===== config.mk =====
export PLATFORM = sky130hd
export DESIGN_NAME = obstacle_gen
export DESIGN_NICKNAME = d
export VERILOG_FILES = /design/src/rtl/obstacle_gen_pkg.sv /design/src/rtl/obstacle_lfsr.sv /design/src/rtl/obstacle_gen.sv
export SDC_FILE = /design/constraint.sdc
export NUM_CORES = 1
export LEC_CHECK = 0
export ABC_CLOCK_PERIOD_IN_PS = 6900
export CORE_MARGIN = 2
export CORE_UTILIZATION = 58
export CTS_CLUSTER_SIZE = 16
export DETAILED_ROUTE_END_ITERATION = 6
export HOLD_SLACK_MARGIN = 0.08
export PLACE_DENSITY_LB_ADDON = 0.25
export SLEW_MARGIN = 25
export SYNTH_ARGS = -nofsm -noshare
export SYNTH_HDL_FRONTEND = slang
export SYNTH_SLANG_ARGS = --single-unit

===== constraint.sdc =====
create_clock -name clk -period 6.9 [get_ports clk]
set_clock_uncertainty 0.1 [all_clocks]
set_input_delay 0.69 -clock clk [delete_from_list [all_inputs] [get_ports clk]]
set_output_delay 0.69 -clock clk [all_outputs]
set_load 0.05 [all_outputs]

===== src/rtl/obstacle_gen_pkg.sv =====
// Shared screen geometry, obstacle bus layout and game-mode encoding
// used by the obstacle generator, pixel stage and player logic.
package obstacle_gen_pkg;

    localparam int SCREEN_W = 640;
    localparam int SCREEN_H = 480;
    localparam int N_OBS    = 10;
    localparam int OBS_XW   = 20;
    localparam int OBS_YW   = 18;

    typedef enum logic [1:0] {
        MODE_INIT  = 2'b00,
        MODE_RUN   = 2'b01,
        MODE_PAUSE = 2'b10,
        MODE_OVER  = 2'b11
    } gamemode_e;

    // 16-bit Galois LFSR step, right shift, taps 16'hB400
    function automatic logic [15:0] lfsr_next(input logic [15:0] q);
        return q[0] ? ((q >> 1) ^ 16'hB400) : (q >> 1);
    endfunction

endpackage


===== src/rtl/obstacle_lfsr.sv =====
// 16-bit Galois LFSR supplying random obstacle size and side.
module obstacle_lfsr
    import obstacle_gen_pkg::*;
#(
    parameter logic [15:0] SEED = 16'hACE1
) (
    input  logic        clk,
    input  logic        rst_n,
    input  logic        clr,
    input  logic        en,
    output logic [15:0] q
);

    logic [15:0] r_q;

    always_ff @(posedge clk or negedge rst_n) begin
        if (!rst_n) begin
            r_q <= SEED;
        end else if (clr) begin
            r_q <= SEED;
        end else if (en) begin
            r_q <= lfsr_next(r_q);
        end
    end

    assign q = r_q;

endmodule


===== src/rtl/obstacle_gen.sv =====
// Obstacle slot storage: scrolls obstacles left each running frame and
// spawns new ones at the right edge on a fixed frame schedule.
module obstacle_gen
    import obstacle_gen_pkg::*;
#(
    parameter int          SPEED        = 2,
    parameter int          SPAWN_FRAMES = 90,
    parameter int          MIN_W        = 20,
    parameter int          MIN_H        = 40,
    parameter logic [15:0] SEED         = 16'hACE1
) (
    input  logic                        clk,
    input  logic                        rst_n,
    input  logic                        frame_tick,
    input  logic [1:0]                  gamemode,
    output logic [N_OBS*OBS_XW-1:0]     obstacle_x,
    output logic [N_OBS*OBS_YW-1:0]     obstacle_y,
    output logic                        passed
);

    localparam int             CW       = (SPAWN_FRAMES > 1) ? $clog2(SPAWN_FRAMES) : 1;
    localparam logic [CW-1:0]  CNT_LAST = CW'(SPAWN_FRAMES - 1);
    localparam logic [9:0]     SPD      = 10'(SPEED);

    logic [9:0]    r_left  [N_OBS];
    logic [9:0]    r_right [N_OBS];
    logic [8:0]    r_top   [N_OBS];
    logic [8:0]    r_bot   [N_OBS];
    logic [CW-1:0] r_cnt;
    logic          r_passed;

    logic [9:0]    w_nl [N_OBS];
    logic [9:0]    w_nr [N_OBS];
    logic [8:0]    w_nt [N_OBS];
    logic [8:0]    w_nb [N_OBS];
    logic [15:0]   w_lfsr;
    gamemode_e     w_mode;
    logic          w_clear;
    logic          w_run_tick;
    logic          w_found;
    logic [3:0]    w_slot;
    logic          w_spawn;
    logic          w_any_exit;
    logic [9:0]    w_sp_right;
    logic [8:0]    w_sp_h;
    logic          w_unused_lfsr;

    assign w_mode        = gamemode_e'(gamemode);
    assign w_clear       = (w_mode == MODE_INIT);
    assign w_run_tick    = (w_mode == MODE_RUN) && frame_tick;
    assign w_sp_right    = 10'(SCREEN_W) + 10'(MIN_W) + {4'b0, w_lfsr[5:0]};
    assign w_sp_h        = 9'(MIN_H) + {2'b0, w_lfsr[12:6]};
    assign w_unused_lfsr = ^w_lfsr[14:13];

    obstacle_lfsr #(.SEED(SEED)) u_lfsr (
        .clk   (clk),
        .rst_n (rst_n),
        .clr   (w_clear),
        .en    (w_run_tick),
        .q     (w_lfsr)
    );

    // Spawn target is chosen from the pre-scroll free map, so a slot that
    // exits this tick is only reused on a later attempt.
    always_comb begin
        w_found    = 1'b0;
        w_slot     = '0;
        w_any_exit = 1'b0;
        for (int unsigned i = 0; i < N_OBS; i++) begin
            if (!w_found && (r_left[i] == r_right[i]) && (r_top[i] == r_bot[i])) begin
                w_found = 1'b1;
                w_slot  = 4'(i);
            end
        end
        w_spawn = w_run_tick && (r_cnt == CNT_LAST) && w_found;

        for (int unsigned i = 0; i < N_OBS; i++) begin
            w_nl[i] = r_left[i];
            w_nr[i] = r_right[i];
            w_nt[i] = r_top[i];
            w_nb[i] = r_bot[i];
            if (!((r_left[i] == r_right[i]) && (r_top[i] == r_bot[i]))) begin
                if (r_right[i] <= SPD) begin
                    w_nl[i]    = '0;
                    w_nr[i]    = '0;
                    w_nt[i]    = '0;
                    w_nb[i]    = '0;
                    w_any_exit = 1'b1;
                end else begin
                    w_nr[i] = r_right[i] - SPD;
                    w_nl[i] = (r_left[i] > SPD) ? (r_left[i] - SPD) : '0;
                end
            end
            if (w_spawn && (w_slot == 4'(i))) begin
                w_nl[i] = 10'(SCREEN_W);
                w_nr[i] = w_sp_right;
                if (w_lfsr[15]) begin
                    w_nt[i] = '0;
                    w_nb[i] = w_sp_h;
                end else begin
                    w_nt[i] = 9'(SCREEN_H) - w_sp_h;
                    w_nb[i] = 9'(SCREEN_H);
                end
            end
        end
    end

    always_ff @(posedge clk or negedge rst_n) begin
        if (!rst_n) begin
            for (int unsigned i = 0; i < N_OBS; i++) begin
                r_left[i]  <= '0;
                r_right[i] <= '0;
                r_top[i]   <= '0;
                r_bot[i]   <= '0;
            end
            r_cnt    <= '0;
            r_passed <= 1'b0;
        end else if (w_clear) begin
            for (int unsigned i = 0; i < N_OBS; i++) begin
                r_left[i]  <= '0;
                r_right[i] <= '0;
                r_top[i]   <= '0;
                r_bot[i]   <= '0;
            end
            r_cnt    <= '0;
            r_passed <= 1'b0;
        end else if (w_run_tick) begin
            for (int unsigned i = 0; i < N_OBS; i++) begin
                r_left[i]  <= w_nl[i];
                r_right[i] <= w_nr[i];
                r_top[i]   <= w_nt[i];
                r_bot[i]   <= w_nb[i];
            end
            r_cnt    <= (r_cnt == CNT_LAST) ? '0 : r_cnt + 1'b1;
            r_passed <= w_any_exit;
        end else begin
            r_passed <= 1'b0;
        end
    end

    always_comb begin
        obstacle_x = '0;
        obstacle_y = '0;
        for (int unsigned i = 0; i < N_OBS; i++) begin
            obstacle_x[i*OBS_XW +: OBS_XW] = {r_right[i], r_left[i]};
            obstacle_y[i*OBS_YW +: OBS_YW] = {r_bot[i], r_top[i]};
        end
    end

    assign passed = r_passed;

endmodule


==> impl_metrics.env, run 1 <==
export IMPL_outcome="finished, final reports clean"
export IMPL_combPwrFrac_pct=49.2
export IMPL_drive_above_1_share_pct=6.53
export IMPL_synth_xor_area_share_pct=8.58
export IMPL_cts_buffers=43
export IMPL_crit_type="register to register"
export IMPL_synth_compound_area_share_pct=20.9
export IMPL_seq_power_share_pct=30.6
export IMPL_area_growth_pct=25.2
export IMPL_yosys_area_top_type="dfrtp_1"
export IMPL_die_height_um=197
export IMPL_netlist_instances=2347
export IMPL_tns_ns=0
export IMPL_row_count=70
export IMPL_drc=0
export IMPL_cp_max_fo=20
export IMPL_cts_hold_buf=0
export IMPL_synth_async_sr_flop_share_pct=100
export IMPL_fmaxAchievable_mhz=243
export IMPL_ys_seq_area_share_pct=45.6
export IMPL_cp_data_required_time_ns=7.23
export IMPL_yosysTopAreaCellShare_pct=44.6
export IMPL_ys_top_cells_by_area="dfrtp_1 45%, xor2_1 6.5%, a22o_1 5.5%"
export IMPL_start_util_pct=59.0
export IMPL_layout_common_cells="386 x dfrtp_1, 374 x clkdlybuf4s50_1, 246 x nand2_1, 188 x o21ai_0, 180 x nor2_1"
export IMPL_drv_slew=0
export IMPL_cp_end_kind="register"
export IMPL_fin_crit_ns=4.11
export IMPL_synth_adder_area_share_pct=1.50
export IMPL_grt_pass1_vias=20135
export IMPL_tightest_slew_ns=1.17
export IMPL_cts_resized=0
export IMPL_p_total_mw=11.4
export IMPL_synthSimpleGateAreaFrac_pct=18.7
export IMPL_grt_max_degree=172
export IMPL_path_buf_inv=0
export IMPL_synth_distinct_cells=85
export IMPL_clk_latency_ns=0.55
export IMPL_path_cells="xor2_1, nor4_1, nand4_1, or2_2, nand3_1, o21ai_0, a21oi_2, a21boi_0"
export IMPL_die_area_um2=38900
export IMPL_dr_pass1_iters=7
export IMPL_leakage_nw=12.5
export IMPL_port_buffers=375
export IMPL_ant_nets=0
export IMPL_cts_buffer_depth=3
export IMPL_worst_ep_arrival_time_ns=4.44
export IMPL_via_per_inst=6.76
export IMPL_wire_per_inst_um=24.2
export IMPL_synth_top_family_by_area="compound AO/OA/AOI/OAI gates"
export IMPL_setup_violations=0
export IMPL_dp_hpwl_um=52200
export IMPL_synth_edf_count=0
export IMPL_clockPowerShare_pct=20.2
export IMPL_drtIter0Drc=2577
export IMPL_gp_congestion=0.970
export IMPL_hold_class="input pin to async pin"
export IMPL_cpLargestDelayFamily="simple AND/OR/NAND/NOR gates"
export IMPL_die_w_um=197
export IMPL_cp_slowest_cell="a21oi_2"
export IMPL_post_cts_repair_setup_buffers=0
export IMPL_cellPowerDensity_nw_per_um2=419
export IMPL_rsz0062_at_grt="no"
export IMPL_vdd_drop_max_v=0.000340
export IMPL_slew_headroom_pct=21.6
export IMPL_cts_clk_slew_worst_paths_ns=0.06
export IMPL_antenna_found_initial=1
export IMPL_start_kind="register"
export IMPL_cts_tree="built"
export IMPL_p_int_mw=5.91
export IMPL_switchingPower_mw=5.44
export IMPL_slowest_delay_ns=0.79
export IMPL_timing_hold_violations_final=0
export IMPL_drv_cap=0
export IMPL_cts_max_level=2
export IMPL_finish_utilization_pct=73.8
export IMPL_num_vias=21370
export IMPL_grt_ovfl_total=0
export IMPL_avgSynthCellArea_um2=9.22
export IMPL_synth_ff_type="dfrtp_1"
export IMPL_cts_sinks=394
export IMPL_synth_area_um2=21600
export IMPL_mostFrequentLayoutCell="dfrtp_1"
export IMPL_ys_seq_elements=394
export IMPL_muxShareOfSynthArea_pct=0.515
export IMPL_ios=386
export IMPL_fin_crit_sh_pct=59.6
export IMPL_core_area_um2=36700
export IMPL_clk_root_buffer_cell="clkbuf_16"
export IMPL_nNetsFinal=2692
export IMPL_grt_pass1_wl_um=118000
export IMPL_wirelength_um=76600
export IMPL_grt_total_usage_pct=38.9
export IMPL_switching_share_pct=47.9
export IMPL_yosys_warnings=0
-- Yosys cell counts (all sizes together) (8+ instances only) --
cell type	n
dfstp	8
nor3b	10
a21o	14
a211oi	26
xnor2	51
a31o	9
nor2b	12
o41ai	11
nor2	191
a22o	136
nand4	15
o2bb2ai	15
xor2	161
dfrtp	386
o21ai	201
nand2b	22
or3	37
and2	10
clkbuf	101
nor3	92
inv	60
or4	12
a21oi	107
o22ai	14
o31ai	26
o211ai	16
nand3	64
ha	26
a31oi	16
or2	18
a32o	11
buf	49
nand2	246
nor4	74
mux2i	10
-- power by group through the flow --
stage / registers, mW / logic [mW] / clock network [mW]
after global placement: 3.44 / 5.28 / 0
after CTS: 3.43 / 5.48 / 2.29
after floorplan: 4.32 / 2.85 / 0
after global routing: 3.51 / 5.97 / 2.40
after detailed placement: 3.46 / 5.44 / 0
final: 3.48 / 5.59 / 2.29
-- registers in the layout (all words and copies together) (netlist names) --
name	count
r_cnt	7
obstacle_x	190
u_lfsr.q	16
obstacle_y	180
passed	1
-- worst register-to-register path, cell delays in order, from the launching register on --
cell and delay [ns]:
dfrtp_1 0.49, xor2_1 0.21, nor4_1 0.34, nand4_1 0.45, or2_2 0.54, nand3_1 0.54, o21ai_0 0.25, a21oi_2 0.79
a21boi_0 0.30
-- routing by layer --
metal,part of all wire (%),track usage [%],up-vias
met5,0,0.511,-
li1,-,-,9127
met4,6.0,19.9,0
met1,37,52.3,10369
met2,44,58.1,1563
met3,13,10.7,311
-- per-stage QoR --
stage | instance area, um2 | std cells | worst slack (ns) | hold WS (ns)
after detailed placement | 25700 | 3084 | 2.67 | 0.391
after CTS | 27100 | 3162 | 2.84 | 0.142
after global placement | 25700 | 3084 | 2.82 | 0.378
final | 27100 | 3163 | 2.79 | 0.0866
after global routing | 27100 | 3162 | 2.65 | 0.177
after floorplan | 21700 | 2356 | 3.53 | 0.294
-- cells by family after synthesis --
| group | Yosys count |
|---|---|
| compound gates | 665 |
| xor+xnor | 212 |
| fa+ha+maj | 26 |
| buf+inv | 210 |
| flops | 394 |
| mux | 11 |
| other cells | 1 |
| simple gates | 828 |
-- layout make-up --
| type | count | area [um2] |
|---|---|---|
| multi-input combinational | 1752 | 11000 |
| sequential | 394 | 9870 |
| fill | 2655 | 9600 |
| timing repair buffer | 410 | 4030 |
| clock buffer | 62 | 1220 |
| tap | 468 | 586 |
| inverter | 60 | 225 |
| clock inverter | 16 | 159 |
| antenna | 1 | 2.50 |
-- path summary, 6_finish.rpt --
path / from / endpoint / cells past startpoint / slack [ns]
worst min register to register: u_lfsr.q[13]$_DFFE_PN1P_ / u_lfsr.q[13]$_DFFE_PN1P_ / 2 / 0.42
min in group clk: u_lfsr.q[13]$_DFFE_PN1P_ / u_lfsr.q[13]$_DFFE_PN1P_ / 2 / 0.42
worst max-delay path: obstacle_x[1]$_DFFE_PN0P_ / obstacle_x[38]$_DFFE_PN0P_ / 8 / 2.79
worst max register to register: obstacle_x[1]$_DFFE_PN0P_ / obstacle_x[38]$_DFFE_PN0P_ / 8 / 2.79
worst min-delay path: rst_n / obstacle_x[166]$_DFFE_PN0P_ / 1 / 0.09
max in group asynchronous: rst_n / obstacle_y[51]$_DFFE_PN0P_ / 2 / 5.13
No activity file was read; power rests on OpenSTA's default activity.
==> run 2: changes to the inputs <==
- ABC_CLOCK_PERIOD_IN_PS: 6900 -> 4000
- CORE_UTILIZATION: 58 -> 54
- clock period: 6.9 -> 4 ns (I/O delays scaled with it)
==> run 2 against run 1 <==
Effect of this change:
- critical endpoint is now obstacle_x[39]$_DFFE_PN0P_
- die area is 7.3% higher
- total power is 77% higher
- final cell count is 3.7% higher
==> impl_metrics.env, run 2 (synthesis results as in run 1) <==
export IMPL_outcome="finished, final reports clean"
export IMPL_mostFrequentLayoutCell="dfrtp_1"
export IMPL_dr_pass1_iters=6
export IMPL_dp_hpwl_um=56300
export IMPL_cp_max_fo=14
export IMPL_setup_violations=0
export IMPL_fin_cells=3279
export IMPL_grt_pass1_vias=20382
export IMPL_layout_setup_ws_ns=0.277
export IMPL_path_buf_inv=1
export IMPL_gp_congestion=0.967
export IMPL_grt_pass1_wl_um=123000
export IMPL_leakage_nw=12.8
export IMPL_hold_class="register to register"
export IMPL_port_buffers=375
export IMPL_cp_data_required_time_ns=4.35
export IMPL_antenna_found_initial=0
export IMPL_cts_buffer_depth=3
export IMPL_fin_crit_sh_pct=93.1
export IMPL_cp_end_kind="register"
export IMPL_cts_buffers=43
export IMPL_drv_cap=0
export IMPL_path_cells="xor2_1, or4_4, nor4_4, and2_1, nor3_1, a41oi_1, o211a_1, buf_4, a21oi_1, a31o_2"
export IMPL_slowest_delay_ns=0.53
export IMPL_timing_hold_violations_final=0
export IMPL_cpLargestDelayFamily="simple AND/OR/NAND/NOR gates"
export IMPL_tightest_slew_ns=1.03
export IMPL_drv_slew=0
export IMPL_wire_per_inst_um=24.5
export IMPL_rsz0062_at_grt="no"
export IMPL_via_per_inst=6.47
export IMPL_wirelength_um=80400
export IMPL_fmaxAchievable_mhz=269
export IMPL_cp_slowest_cell="or4_4"
export IMPL_num_vias=21228
export IMPL_dp_cells=3200
export IMPL_die_area_um2=41700
export IMPL_cts_tree="built"
export IMPL_vdd_drop_max_v=0.000582
export IMPL_fin_crit_ns=3.72
export IMPL_grt_ovfl_total=0
export IMPL_whs_ns=0.394
export IMPL_die_height_um=204
export IMPL_post_dp_cell_area_um2=26200
export IMPL_nNetsFinal=2752
export IMPL_layout_common_cells="386 x dfrtp_1, 374 x clkdlybuf4s50_1, 246 x nand2_1, 188 x o21ai_0, 184 x nor2_1"
export IMPL_crit_type="register to register"
export IMPL_drc=0
export IMPL_grt_total_usage_pct=38.3
export IMPL_drtIter0Drc=2484
export IMPL_row_count=73
export IMPL_cts_sinks=394
export IMPL_grt_max_degree=116
export IMPL_clk_latency_ns=0.58
export IMPL_area_growth_pct=28.1
export IMPL_tns_ns=0
export IMPL_start_kind="register"
export IMPL_slew_headroom_pct=30.7
export IMPL_ios=386
export IMPL_cellPowerDensity_nw_per_um2=724
export IMPL_drive_above_1_share_pct=8.28
export IMPL_worst_ep_arrival_time_ns=4.08
export IMPL_start_util_pct=54.6
export IMPL_fillers=3103
export IMPL_clk_root_buffer_cell="clkbuf_16"
export IMPL_insertedDiodeCount=0
export IMPL_largest_reg_flops=190
export IMPL_cts_max_level=2
export IMPL_core_area_um2=39600
export IMPL_die_w_um=204
export IMPL_ant_nets=0
export IMPL_cts_clk_slew_worst_paths_ns=0.06
export IMPL_final_cell_area_um2=27700
export IMPL_preCtsSetupSlack_ns=0.262
==> run 2: cell types whose count changed in the layout (fill, tap and decap cells not counted), moves of 2 or more <==
cell,before,now
clkinv_2,12,8
nor2_1,180,184
a21oi_1,100,103
buf_12,1,5
clkbuf_8,7,11
clkbuf_1,12,8
a21oi_2,7,4
buf_4,34,89
nor2_2,9,5
xnor2_2,2,0
clkbuf_16,43,45
xnor2_1,49,51
==> run 2: final cells by class <==
cell class	instances	area, um2	area share, %
multi-input combinational	1752	11000	39.5
inverter	60	225	0.812
tap	525	657	2.37
clock inverter	14	176	0.636
sequential	394	9870	35.6
clock buffer	64	1310	4.72
timing repair buffer	470	4540	16.4
==> run 2: metrics by stage <==
stage / util, % / total power [mW]
final: 69.9 / 20.1
after detailed placement: 66.2 / 15.6
after CTS: 69.9 / 19.9
after global placement: 66.2 / 15.5
after floorplan: - / 12.4
after global routing: 69.9 / 21.1
==> run 2: final timing paths <==
check / startpoint / endpoint / slack [ns] / cells past startpoint
worst max-delay path: obstacle_x[54]$_DFFE_PN0P_ / obstacle_x[39]$_DFFE_PN0P_ / 0.28 / 10
worst min-delay path: r_cnt[6]$_DFFE_PN0P_ / r_cnt[6]$_DFFE_PN0P_ / 0.39 / 1
worst max register to register: obstacle_x[54]$_DFFE_PN0P_ / obstacle_x[39]$_DFFE_PN0P_ / 0.28 / 10
worst min register to register: r_cnt[6]$_DFFE_PN0P_ / r_cnt[6]$_DFFE_PN0P_ / 0.39 / 1
max in group asynchronous: rst_n / obstacle_x[184]$_DFFE_PN0P_ / 2.27 / 3
min in group asynchronous: rst_n / obstacle_x[168]$_DFFE_PN0P_ / 0.43 / 2
==> run 2: power breakdown <==
part           internal (mW)  total (mW)  switching (mW)
Sequential              4.60        5.89            1.29
Clock                   2.52        4.22            1.70
Combinational           3.46        9.96            6.50
==> run 2: metal layers <==
| layer | GRT usage, % | part of all wire [%] | vias to the layer above |
|---|---|---|---|
| met4 | 20.4 | 5.8 | 0 |
| met5 | 0 | 0 | - |
| met2 | 56.9 | 44 | 1304 |
| met1 | 52.9 | 40 | 10429 |
| met3 | 7.78 | 10 | 259 |
| li1 | - | - | 9236 |
==> run 2: what timing repair did <==
item / CTS / global route
endpoints found under the hold margin: 108 / 0
resized for setup: 0 / 0
hold buffers: 1 / 0
buffers inserted: 0 / 0
==> run 2: worst reg2reg max path, stage by stage (launching register included) <==
cell and delay, ns:
dfrtp_1 0.47, xor2_1 0.20, or4_4 0.53, nor4_4 0.41, and2_1 0.40, nor3_1 0.17, a41oi_1 0.29, o211a_1 0.48
buf_4 0.27, a21oi_1 0.06, a31o_2 0.22
